File: src/rtl/dmem_arbiter_pkg.sv
// Shared types and helpers for the two-port data-memory arbiter.
// Owner state encoding, per-port control bundle, counter sizing.
package dmem_arbiter_pkg;

  localparam int XLEN = 32;

  typedef enum logic [1:0] {
    ST_IDLE = 2'd0,
    ST_OWN0 = 2'd1,
    ST_OWN1 = 2'd2
  } arb_state_e;

  typedef struct packed {
    logic req;
    logic we;
    logic lock;
  } mctl_t;

  // Hold counter is clog2(MAX_HOLD) wide, but never narrower than one bit.
  function automatic int hold_w(input int max_hold);
    return (max_hold > 2) ? $clog2(max_hold) : 1;
  endfunction

endpackage

File: src/rtl/dmem_arbiter_rr_arb2.sv
// Two-way round-robin pick: on a tie the port that did not own last wins.
// Purely combinational.
module rr_arb2 (
  input  logic req0_i,
  input  logic req1_i,
  input  logic last_i,
  output logic vld_o,
  output logic pick_o
);

  assign vld_o  = req0_i | req1_i;
  assign pick_o = (req0_i & req1_i) ? ~last_i : req1_i;

endmodule

File: src/rtl/dmem_arbiter.sv
// Arbitrates the single-port dmem between the core (M0) and loader/DMA (M1).
// Round-robin with optional burst lock, bounded to MAX_HOLD beats under contention.
module dmem_arbiter
  import dmem_arbiter_pkg::*;
#(
  parameter int AW       = 32,
  parameter int DW       = 32,
  parameter int MAX_HOLD = 8
) (
  input  logic          clk_i,
  input  logic          rst_i,
  input  logic          m0_req_i,
  input  logic          m0_we_i,
  input  logic          m0_lock_i,
  input  logic [AW-1:0] m0_addr_i,
  input  logic [DW-1:0] m0_wdata_i,
  output logic          m0_gnt_o,
  output logic          m0_rvalid_o,
  output logic [DW-1:0] m0_rdata_o,
  input  logic          m1_req_i,
  input  logic          m1_we_i,
  input  logic          m1_lock_i,
  input  logic [AW-1:0] m1_addr_i,
  input  logic [DW-1:0] m1_wdata_i,
  output logic          m1_gnt_o,
  output logic          m1_rvalid_o,
  output logic [DW-1:0] m1_rdata_o,
  output logic          mem_we_o,
  output logic [AW-1:0] mem_addr_o,
  output logic [DW-1:0] mem_data_o,
  input  logic [DW-1:0] mem_data_i
);

  localparam int            HW       = hold_w(MAX_HOLD);
  localparam logic [HW-1:0] HOLD_LIM = HW'(MAX_HOLD - 1);

  arb_state_e          state_q, state_d;
  logic                last_q, last_d;
  logic [HW-1:0]       hold_q, hold_d;

  mctl_t [1:0]         ctl;
  logic  [1:0][AW-1:0] addr;
  logic  [1:0][DW-1:0] wdata;
  logic  [1:0][DW-1:0] rdata_q;
  logic  [1:0]         rvalid_q;
  logic  [1:0]         gnt;
  logic  [1:0]         rd_gnt;

  logic own_vld, own, own_req, own_lock, oth_req;
  logic pick_vld, pick;

  assign ctl[0]   = '{req: m0_req_i, we: m0_we_i, lock: m0_lock_i};
  assign ctl[1]   = '{req: m1_req_i, we: m1_we_i, lock: m1_lock_i};
  assign addr[0]  = m0_addr_i;
  assign addr[1]  = m1_addr_i;
  assign wdata[0] = m0_wdata_i;
  assign wdata[1] = m1_wdata_i;

  assign own_vld  = (state_q != ST_IDLE);
  assign own      = (state_q == ST_OWN1);
  assign own_req  = ctl[own].req;
  assign own_lock = ctl[own].lock;
  assign oth_req  = ctl[~own].req;

  // Gated by reset so a beat presented in the reset cycle can never write.
  assign gnt[0] = rst_i & (state_q == ST_OWN0) & ctl[0].req;
  assign gnt[1] = rst_i & (state_q == ST_OWN1) & ctl[1].req;

  always_comb begin
    for (int p = 0; p < 2; p++) rd_gnt[p] = gnt[p] & ~ctl[p].we;
  end

  assign m0_gnt_o    = gnt[0];
  assign m1_gnt_o    = gnt[1];
  assign m0_rvalid_o = rvalid_q[0];
  assign m1_rvalid_o = rvalid_q[1];
  assign m0_rdata_o  = rdata_q[0];
  assign m1_rdata_o  = rdata_q[1];

  assign mem_we_o   = |(gnt & {ctl[1].we, ctl[0].we});
  assign mem_addr_o = own_vld ? addr[own]  : '0;
  assign mem_data_o = own_vld ? wdata[own] : '0;

  rr_arb2 u_rr (
    .req0_i (ctl[0].req),
    .req1_i (ctl[1].req),
    .last_i (last_q),
    .vld_o  (pick_vld),
    .pick_o (pick)
  );

  always_comb begin
    state_d = state_q;
    hold_d  = hold_q;
    last_d  = last_q;
    if (gnt[0])      last_d = 1'b0;
    else if (gnt[1]) last_d = 1'b1;

    unique case (state_q)
      ST_IDLE: begin
        hold_d = '0;
        if (pick_vld) state_d = pick ? ST_OWN1 : ST_OWN0;
      end
      ST_OWN0, ST_OWN1: begin
        if (own_req && own_lock && !oth_req) begin
          state_d = state_q;
        end else if (own_req && own_lock && oth_req && (hold_q < HOLD_LIM)) begin
          hold_d = hold_q + HW'(1);
        end else begin
          // Release: hand straight to the other port, no idle bubble.
          hold_d = '0;
          if (oth_req)       state_d = own ? ST_OWN0 : ST_OWN1;
          else if (!own_req) state_d = ST_IDLE;
        end
      end
      default: begin
        state_d = ST_IDLE;
        hold_d  = '0;
      end
    endcase
  end

  always_ff @(posedge clk_i) begin
    if (!rst_i) begin
      state_q  <= ST_IDLE;
      last_q   <= 1'b1;
      hold_q   <= '0;
      rvalid_q <= '0;
      rdata_q  <= '0;
    end else begin
      state_q  <= state_d;
      last_q   <= last_d;
      hold_q   <= hold_d;
      rvalid_q <= rd_gnt;
      for (int p = 0; p < 2; p++)
        if (rd_gnt[p]) rdata_q[p] <= mem_data_i;
    end
  end

endmodule

File: config.mk
export PLATFORM = sky130hd
export DESIGN_NAME = dmem_arbiter
export DESIGN_NICKNAME = d
export VERILOG_FILES = /design/src/rtl/dmem_arbiter_pkg.sv /design/src/rtl/dmem_arbiter_rr_arb2.sv /design/src/rtl/dmem_arbiter.sv
export SDC_FILE = /design/constraint.sdc
export NUM_CORES = 1
export LEC_CHECK = 0
export CORE_MARGIN = 10
export CORE_UTILIZATION = 36
export CTS_CLUSTER_DIAMETER = 50
export DETAILED_ROUTE_END_ITERATION = 6
export GPL_TIMING_DRIVEN = 0
export PLACE_DENSITY = 0.93
export SLEW_MARGIN = 20
export SYNTH_ARGS = -nofsm -noshare
export SYNTH_HDL_FRONTEND = slang
export SYNTH_HIERARCHICAL = 1
export SYNTH_SLANG_ARGS = --single-unit
File: constraint.sdc
create_clock -name clk_i -period 4.6 [get_ports clk_i]
set_input_delay 0.92 -clock clk_i [delete_from_list [all_inputs] [get_ports clk_i]]
set_output_delay 0.92 -clock clk_i [all_outputs]
set_load 0.05 [all_outputs]
==> results.md, run 1 <==
- The flow ran to the end, and the final reports show no timing, DRC or antenna violations.
- Of the post-synthesis cell area, the part taken by muxes is 0.173.
- Yosys printed 6 warnings.
- The clock-pin slew on the worst setup and hold paths is 0.07 ns.
- STA puts the critical path data arrival time at 2.95 ns.
- The setup total negative slack is 0 ns.
- By area, the combinational part of the netlist is dominated by simple AND/OR/NAND/NOR gates.
- Once the clock tree was built, the setup fixing pass inserted 0 buffers.
- The number of CTS-inserted buffers is 9.
- The count of final hold-check violations is 0.
- The commonest register cell after synthesis is sky130_fd_sc_hd__dfxtp_1.
- Entering global routing, the biggest net connects 13 pins.
- Setup repair after global routing left no endpoint under its margin.
- The worst hold-check path type is flip-flop to flip-flop.
- The first detailed-routing pass took 5 iterations.
- The worst setup path is captured at a primary output.
- The TritonCTS clock tree is built.
- The CTS H-tree depth is 3.
- The total core area is 10200 um2.
- The floorplan step set the die width to 122 um.
- After routing the design area is 7120 um2.
- VDD sags by at most 0.405 mV.
- Of the total synthesized cell area, the portion taken by XOR and XNOR cells is 0.
- The repair_antennas step left the layout with diodes totalling 0.
- At the worst endpoint, the required time is 3.68 ns.
- Once the clock tree was built, the resizer swapped 0 gates to a different size.
- The total overflow left after global routing is 0.
- The biggest fanout along the worst timing path is 10.
- The critical path launch point type is a flip-flop.
- After synthesis, the netlist uses 37 different library cells.
- The final layout contains routed wiring with a total length of 19200 um.
- The top achievable clock speed is 0.258 GHz.
- The final routed DRC violation total is 0.
- The post-synthesis compound-gate area fraction was 0.135.
- In the finished design, the share of the clock period the worst path needs comes to 0.842.
- The relative area change from synthesis to final layout is 89.4%.
- The time the final worst path needs with I/O delays and setup is 3.87 ns.
- The library cell used as clock root buffer is sky130_fd_sc_hd__clkbuf_8.
- At the later pin of the worst-skew pair, clock insertion delay measures 0.35 ns.
- Overall power consumption after layout is estimated at 0.00372 W.
- Averaged over all synthesized cells, the footprint is 7.84 um2.
- The synthesized netlist cell count is 479.
- The initial antenna violation count is 0.
- The number of fillers in the final layout is 777.
- At the pin with the least slew margin, the transition time is 0.628 ns.
- The leakage power of the design is 2.58 nW.
- The starting density of the core is 0.367.
- Max-cap violations in this run came to 0.
- For this design the top-level I/O count stands at 301.
- The share of flip-flops with an asynchronous set or reset is 0.
- The number of synthesized flops with an enable pin is 0.
- The first global-routing pass estimated 28100 um of wire.
- By startpoint and endpoint, the worst setup path is classified as flip-flop to primary output.
- The ratio of routed vias to standard cells is 4.96.
- Of the total synthesized cell area, the portion taken by full adders, half adders and majority gates is 0.0200.
- The vertical extent of the die is 122 um.
- The global-route met3 utilization is 0.101.
- The relative slew slack is 0.580.
- The post-synthesis cell area is 3760 um2.
- The share of the Yosys chip area taken by registers is 0.384.
- In this run, the number of DRC markers left after iteration 0 of detailed routing was 333.
- Dividing total power by cell area gives a power density of 522 nW/um2.
- The share of cells above drive strength 1 is 0.0668.
- Input and output buffers added on the ports amount to 299.
- In this run the remaining antenna-violating nets after routing total 0.
- The maximum clock path buffer count is 2.
- For this run, the post-layout net count is 963.
- The final count of pins violating max slew is 0.
- The worst-case clock skew is 0.00838 ns.
- After synthesis the netlist holds a flip-flop and latch count of 72.
- The number of hold buffers added after CTS was 0.
- The final count of negative-setup-slack endpoints is 0.
- The aggregate global-route resource usage is 0.245.
- The routing layer with the top usage in global route is met2.
- The number of global-route vias before repair is 4634.
- The die covers 14900 um2.
- The placement-stage cell area is 6920 um2.
- The clock net in this run drives a total of 72 sinks.
- The synthesized net count is 653.
- The fraction of met1 tracks used by global routing is 0.255.
- The routability congestion estimate is 0.913.
- The sum of net half-perimeters after detailed placement is 16500 um.
- After floorplanning, the core was divided into 37 placement rows.
- The via count is 4617.
- The average wire per cell in the routed design is 20.7 um.
- Of the total synthesized cell area, the portion taken by AND, OR, NAND and NOR gates is 0.220.
- For this run, global-route usage on met2 was measured as 0.446.
## worst paths after layout
kind | to | from | slack [ns] | depth (start not counted)
worst max register to register | state_q[1] | state_q[0] | 2.80 | 8
worst min register to register | m1_rdata_o[27] | m1_rdata_o[27] | 0.45 | 2
worst max-delay path | mem_addr_o[2] | state_q[0] | 0.73 | 8
worst min-delay path | m1_rdata_o[27] | m1_rdata_o[27] | 0.45 | 2
## power breakdown
part           internal (W)  total [W]  switching [W]
combinational      0.000842    0.00252        0.00168
clock              0.000264   0.000495       0.000231
sequential         0.000670   0.000701      0.0000315
total               0.00178    0.00372        0.00194
## critical path, stage by stage (launching register included)
cell and delay [ns]:
sky130_fd_sc_hd__dfxtp_1 0.34, sky130_fd_sc_hd__inv_1 0.13, sky130_fd_sc_hd__ha_1 0.15, sky130_fd_sc_hd__buf_2 0.16, sky130_fd_sc_hd__buf_2 0.27, sky130_fd_sc_hd__buf_4 0.27
sky130_fd_sc_hd__mux2i_1 0.13, sky130_fd_sc_hd__nor2_1 0.23, sky130_fd_sc_hd__clkdlybuf4s50_1 0.92
## kinds of logic (layout without fill, tap and decap cells)
group	Yosys count	after routing
flip-flops	72	72
multiplexers	65	65
buffers and inverters	45	360
AO/OA/AOI/OAI	83	83
AND/OR/NAND/NOR	208	208
adder cells (fa/ha/maj)	6	6
## sequential cells by signal, indices dropped and copies added, names as in the netlist
name / count
m0_rdata_o: 32
m1_rdata_o: 32
state_q: 2
last_q: 1
hold_q: 3
rvalid_q: 2
## metal layers
layer	vias to the layer above	share of wire
li1	2213	-
met1	2117	0.36
met2	266	0.52
met3	21	0.10
met4	0	0.015
met5	-	0
## layout make-up
| class | instances | area, um2 | share of cell area |
|---|---|---|---|
| Sequential cell | 72 | 1440 | 0.202 |
| Tap cell | 136 | 170 | 0.0239 |
| Multi-Input combinational cell | 362 | 2060 | 0.289 |
| Clock buffer | 11 | 141 | 0.0199 |
| Buffer | 37 | 226 | 0.0318 |
| Clock inverter | 5 | 56.3 | 0.00791 |
| Inverter | 8 | 30.0 | 0.00422 |
| Timing Repair Buffer | 299 | 2990 | 0.420 |
## per-stage QoR
step	utilization	hold WS (ns)	cells	worst slack [ns]
global placement	0.676	0.436	914	0.865
finish	0.696	0.450	930	0.727
floorplan	-	0.440	479	1.62
CTS	0.696	0.454	930	0.708
global route	0.696	0.474	930	0.576
detailed placement	0.676	0.441	914	0.873
## synth_stat cells, types with 2 or more instances
cell,number,share of area
sky130_fd_sc_hd__a32oi_1,3,0.0070
sky130_fd_sc_hd__nand2_1,132,0.13
sky130_fd_sc_hd__a21oi_1,2,0.0027
sky130_fd_sc_hd__inv_1,7,0.0070
sky130_fd_sc_hd__o21ai_1,35,0.047
sky130_fd_sc_hd__o21ai_0,21,0.028
sky130_fd_sc_hd__dfxtp_1,72,0.38
sky130_fd_sc_hd__clkbuf_1,14,0.014
sky130_fd_sc_hd__o211ai_1,2,0.0040
sky130_fd_sc_hd__buf_6,5,0.015
sky130_fd_sc_hd__ha_1,6,0.020
sky130_fd_sc_hd__buf_4,7,0.014
sky130_fd_sc_hd__buf_2,10,0.013
sky130_fd_sc_hd__o21ai_2,10,0.023
sky130_fd_sc_hd__nor2_1,66,0.066
sky130_fd_sc_hd__o41ai_1,2,0.0047
sky130_fd_sc_hd__mux2i_1,64,0.17
sky130_fd_sc_hd__and2b_1,2,0.0040
## cells in the final DEF, fill, tap and decap left out, types with 7 or more instances in the layout
cell type and n:
sky130_fd_sc_hd__nor2_1 66, sky130_fd_sc_hd__o21ai_0 21, sky130_fd_sc_hd__o21ai_1 35, sky130_fd_sc_hd__clkbuf_8 10, sky130_fd_sc_hd__mux2i_1 64, sky130_fd_sc_hd__buf_4 7, sky130_fd_sc_hd__inv_1 7, sky130_fd_sc_hd__clkbuf_1 15
sky130_fd_sc_hd__o21ai_2 10, sky130_fd_sc_hd__dfxtp_1 72, sky130_fd_sc_hd__buf_2 10, sky130_fd_sc_hd__clkdlybuf4s50_1 299, sky130_fd_sc_hd__nand2_1 132
(Power assumes the default switching activity.)
==> run 2, diff against run 1 <==
--- a/config.mk
+++ b/config.mk
@@ -6,11 +6,11 @@
 export NUM_CORES = 1
 export LEC_CHECK = 0
 export CORE_MARGIN = 10
-export CORE_UTILIZATION = 36
+export CORE_UTILIZATION = 30
 export CTS_CLUSTER_DIAMETER = 50
 export DETAILED_ROUTE_END_ITERATION = 6
 export GPL_TIMING_DRIVEN = 0
-export PLACE_DENSITY = 0.93
+export PLACE_DENSITY = 0.83
 export SLEW_MARGIN = 20
 export SYNTH_ARGS = -nofsm -noshare
 export SYNTH_HDL_FRONTEND = slang
==> constraint.sdc (replaced) <==
create_clock -name clk_i -period 3.2 [get_ports clk_i]
set_input_delay 0.64 -clock clk_i [delete_from_list [all_inputs] [get_ports clk_i]]
set_output_delay 0.64 -clock clk_i [all_outputs]
set_load 0.05 [all_outputs]
==> results.md, run 2 (same netlist as run 1, synthesis figures left out) <==
- The setup path with the least slack is of type primary input to primary output.
- The biggest fanout along the worst timing path is 9.
- Clock latency on the worst-skew pair, taken at its later pin, is 0.33 ns.
- The library cell used as clock root buffer is sky130_fd_sc_hd__clkbuf_16.
- The non-filler instance count after layout is 966.
- The smallest clock period supported by the final layout is computed as 3.09 ns.
- The number of clock sinks is 72.
- The number of global-route vias before repair came to 4509.
- The source of the worst register-to-register timing path is state_q[0].
- The DRC violation total after the first TritonRoute iteration is 192.
- Dividing the detail-routed via count by the number of cells gives 4.56.
- The count of maximum capacitance violations is 0.
- Setup repair after global routing left no endpoint under its margin.
- The power density over cell area is 736 nW/um2.
- The initial antenna violation count is 3.
- The signal on the critical path passes through clkdlybuf4s50_1 > and3_1 > clkdlybuf4s50_1.
- The final count of pins violating max slew was 0.
- The floorplan row count is 40.
- Summed over all failing endpoints, the final setup total negative slack is 0 ns.
- The final layout contains routed wiring with a total length of 18100 um.
- The finished cells cover 7190 um2.
- The routability congestion estimate is 0.912.
- For this run, the detailed router's first-pass iteration total came to 4.
- For this configuration, the core starts out at a cell density of 0.309.
- Across the routed clock network, the largest skew measured is 0.00647 ns.
- The post-route antenna net violation count is 0.
- The final layout contains 963 nets.
- Leaving out fill and tap cells, the most frequent cells in the layout are sky130_fd_sc_hd__clkdlybuf4s50_1, sky130_fd_sc_hd__nand2_1, sky130_fd_sc_hd__dfxtp_1.
- TritonCTS created 9 clock buffers.
- The count of final hold-check violations is 0.
- The cell class contributing the biggest share of worst-path delay is buffers and inverters.
- In this run the tool buffered the top-level ports with 299 buffer cells.
- In the routed design, unresolved DRC markers number 0.
- The worst register-to-register path has a setup slack of 1.45 ns.
- The relative area change from synthesis to final layout is 91.4%.
- The average wire per cell in the routed design is 18.7 um.
- The critical register-to-register path endpoint is m1_rdata_o[27].
- The final route contains 4402 vias.
- The relative slew slack is 0.610.
- Data arrives at the worst endpoint at 2.45 ns.
- At the pin with the least slew margin, the transition time is 0.584 ns.
- The aggregate global-route resource usage is 0.196.
- The library cell used most frequently in the layout, excluding fill and tap cells, is sky130_fd_sc_hd__clkdlybuf4s50_1.
- The worst hold path was traced through 2 stages.
- STA classifies the critical path endpoint as a primary output.
- The clock-pin slew on the worst setup and hold paths is 0.06 ns.
- STA classifies the critical path startpoint as a primary input.
- Together, buffers and inverters on the worst path number 2.
- The post-CTS setup repair buffer count is 0.
- The standard cell with the maximum stage delay on the critical path is sky130_fd_sc_hd__clkdlybuf4s50_1.
- In this run the static leakage power is 2.91 nW.
- The CTS H-tree depth is 3.
- The wire length of the first global-routing pass is 26800 um.
- The maximum VDD drop is 0.450 mV.
- The pin count of the biggest net entering global routing is 14.
- Setup violations remaining at the end of the flow were counted as 0.
- The tightest min-delay check is of the flip-flop to flip-flop type.
- The die covers 17400 um2.
- Counting cells, the worst reg-to-reg path comes to 8.
- The maximum clock path buffer count is 2.
- The flow ran to the end, and the final reports show no timing, DRC or antenna violations.
- Of the available clock period, the critical path in the final layout requires 0.967.
- The peak per-stage delay on the critical path is 0.89 ns.
- In this run the horizontal extent of the chip is 132 um.
- The share of cells above drive strength 1 is 0.0756.
- Once the clock tree was built, the resizer swapped 62 gates to a different size.
- After legalization and detailed placement, the total HPWL measured 15400 um.
- From bottom edge to top edge, the die measures 132 um.
- The number of cells after detailed placement is 946.
- The core region is 12200 um2.
- The total grt overflow is 0.
- The worst hold path begins at m0_rdata_o[29].
- The most numerous cell type found on the critical path is sky130_fd_sc_hd__clkdlybuf4s50_1.
- The TritonCTS clock tree is built.
- Data on the critical path is required at its endpoint by 2.56 ns.
- The number of buffers added to fix hold violations after cts is 0.
- Once placement finished, the instance area stood at 6960 um2.
- For hold timing, the worst endpoint is m0_rdata_o[29].
- The top achievable clock speed is 0.323 GHz.
- In this run the count of I/O pins placed on the die edge is 301.
run 2: area by class of cell:
type / instances / area [um2]
Clock inverter: 7 / 70.1
Sequential cell: 72 / 1440
Buffer: 37 / 233
Fill cell: 1115 / 4970
Multi-Input combinational cell: 362 / 2060
Clock buffer: 9 / 225
Tap cell: 168 / 210
Antenna cell: 4 / 10.0
Timing Repair Buffer: 299 / 2910
Inverter: 8 / 30.0
run 2: worst max-delay path by stage:
stage	depth (start not counted)	slack, ns	start	endpoint
6_report	3	0.11	m1_req_i	m1_gnt_o
5_1_grt	7	0.006	state_q[0]	mem_data_o[31]
4_1_cts	8	0.02	state_q[0]	mem_data_o[18]
3_5_place_dp	4	0.03	m1_req_i	mem_we_o
3_3_place_gp	4	0.04	m1_req_i	mem_we_o
2_1_floorplan	7	0.66	state_q[0]	mem_addr_o[0]
run 2: where the power goes:
group,internal [W],switching [W]
Combinational,0.000990,0.00231
Clock,0.000603,0.000385
Sequential,0.000964,0.0000405
run 2: layer usage:
layer,vias to the layer above,wire length [um],track usage
met2,208,9280,0.354
met4,2,316,0.0519
met5,-,7,0
met1,1952,6340,0.189
li1,2219,-,-
met3,21,2130,0.107
run 2: metrics by stage:
step / hold WS [ns] / util / total power, W / setup WS, ns
floorplan: 0.440 / - / 0.00330 / 0.658
global placement: 0.435 / 0.572 / 0.00457 / 0.0362
detailed placement: 0.439 / 0.572 / 0.00459 / 0.0319
CTS: 0.448 / 0.591 / 0.00535 / 0.0214
global route: 0.466 / 0.591 / 0.00552 / 0.00572
finish: 0.445 / 0.591 / 0.00529 / 0.105
run 2: worst register-to-register path, cell delays in order (launching register included):
cell and delay [ns]:
sky130_fd_sc_hd__dfxtp_1 0.38, sky130_fd_sc_hd__inv_1 0.09, sky130_fd_sc_hd__ha_1 0.30, sky130_fd_sc_hd__and3_1 0.24, sky130_fd_sc_hd__and2b_1 0.19, sky130_fd_sc_hd__buf_6 0.15, sky130_fd_sc_hd__buf_6 0.15, sky130_fd_sc_hd__nand2_1 0.08
sky130_fd_sc_hd__o21ai_1 0.06
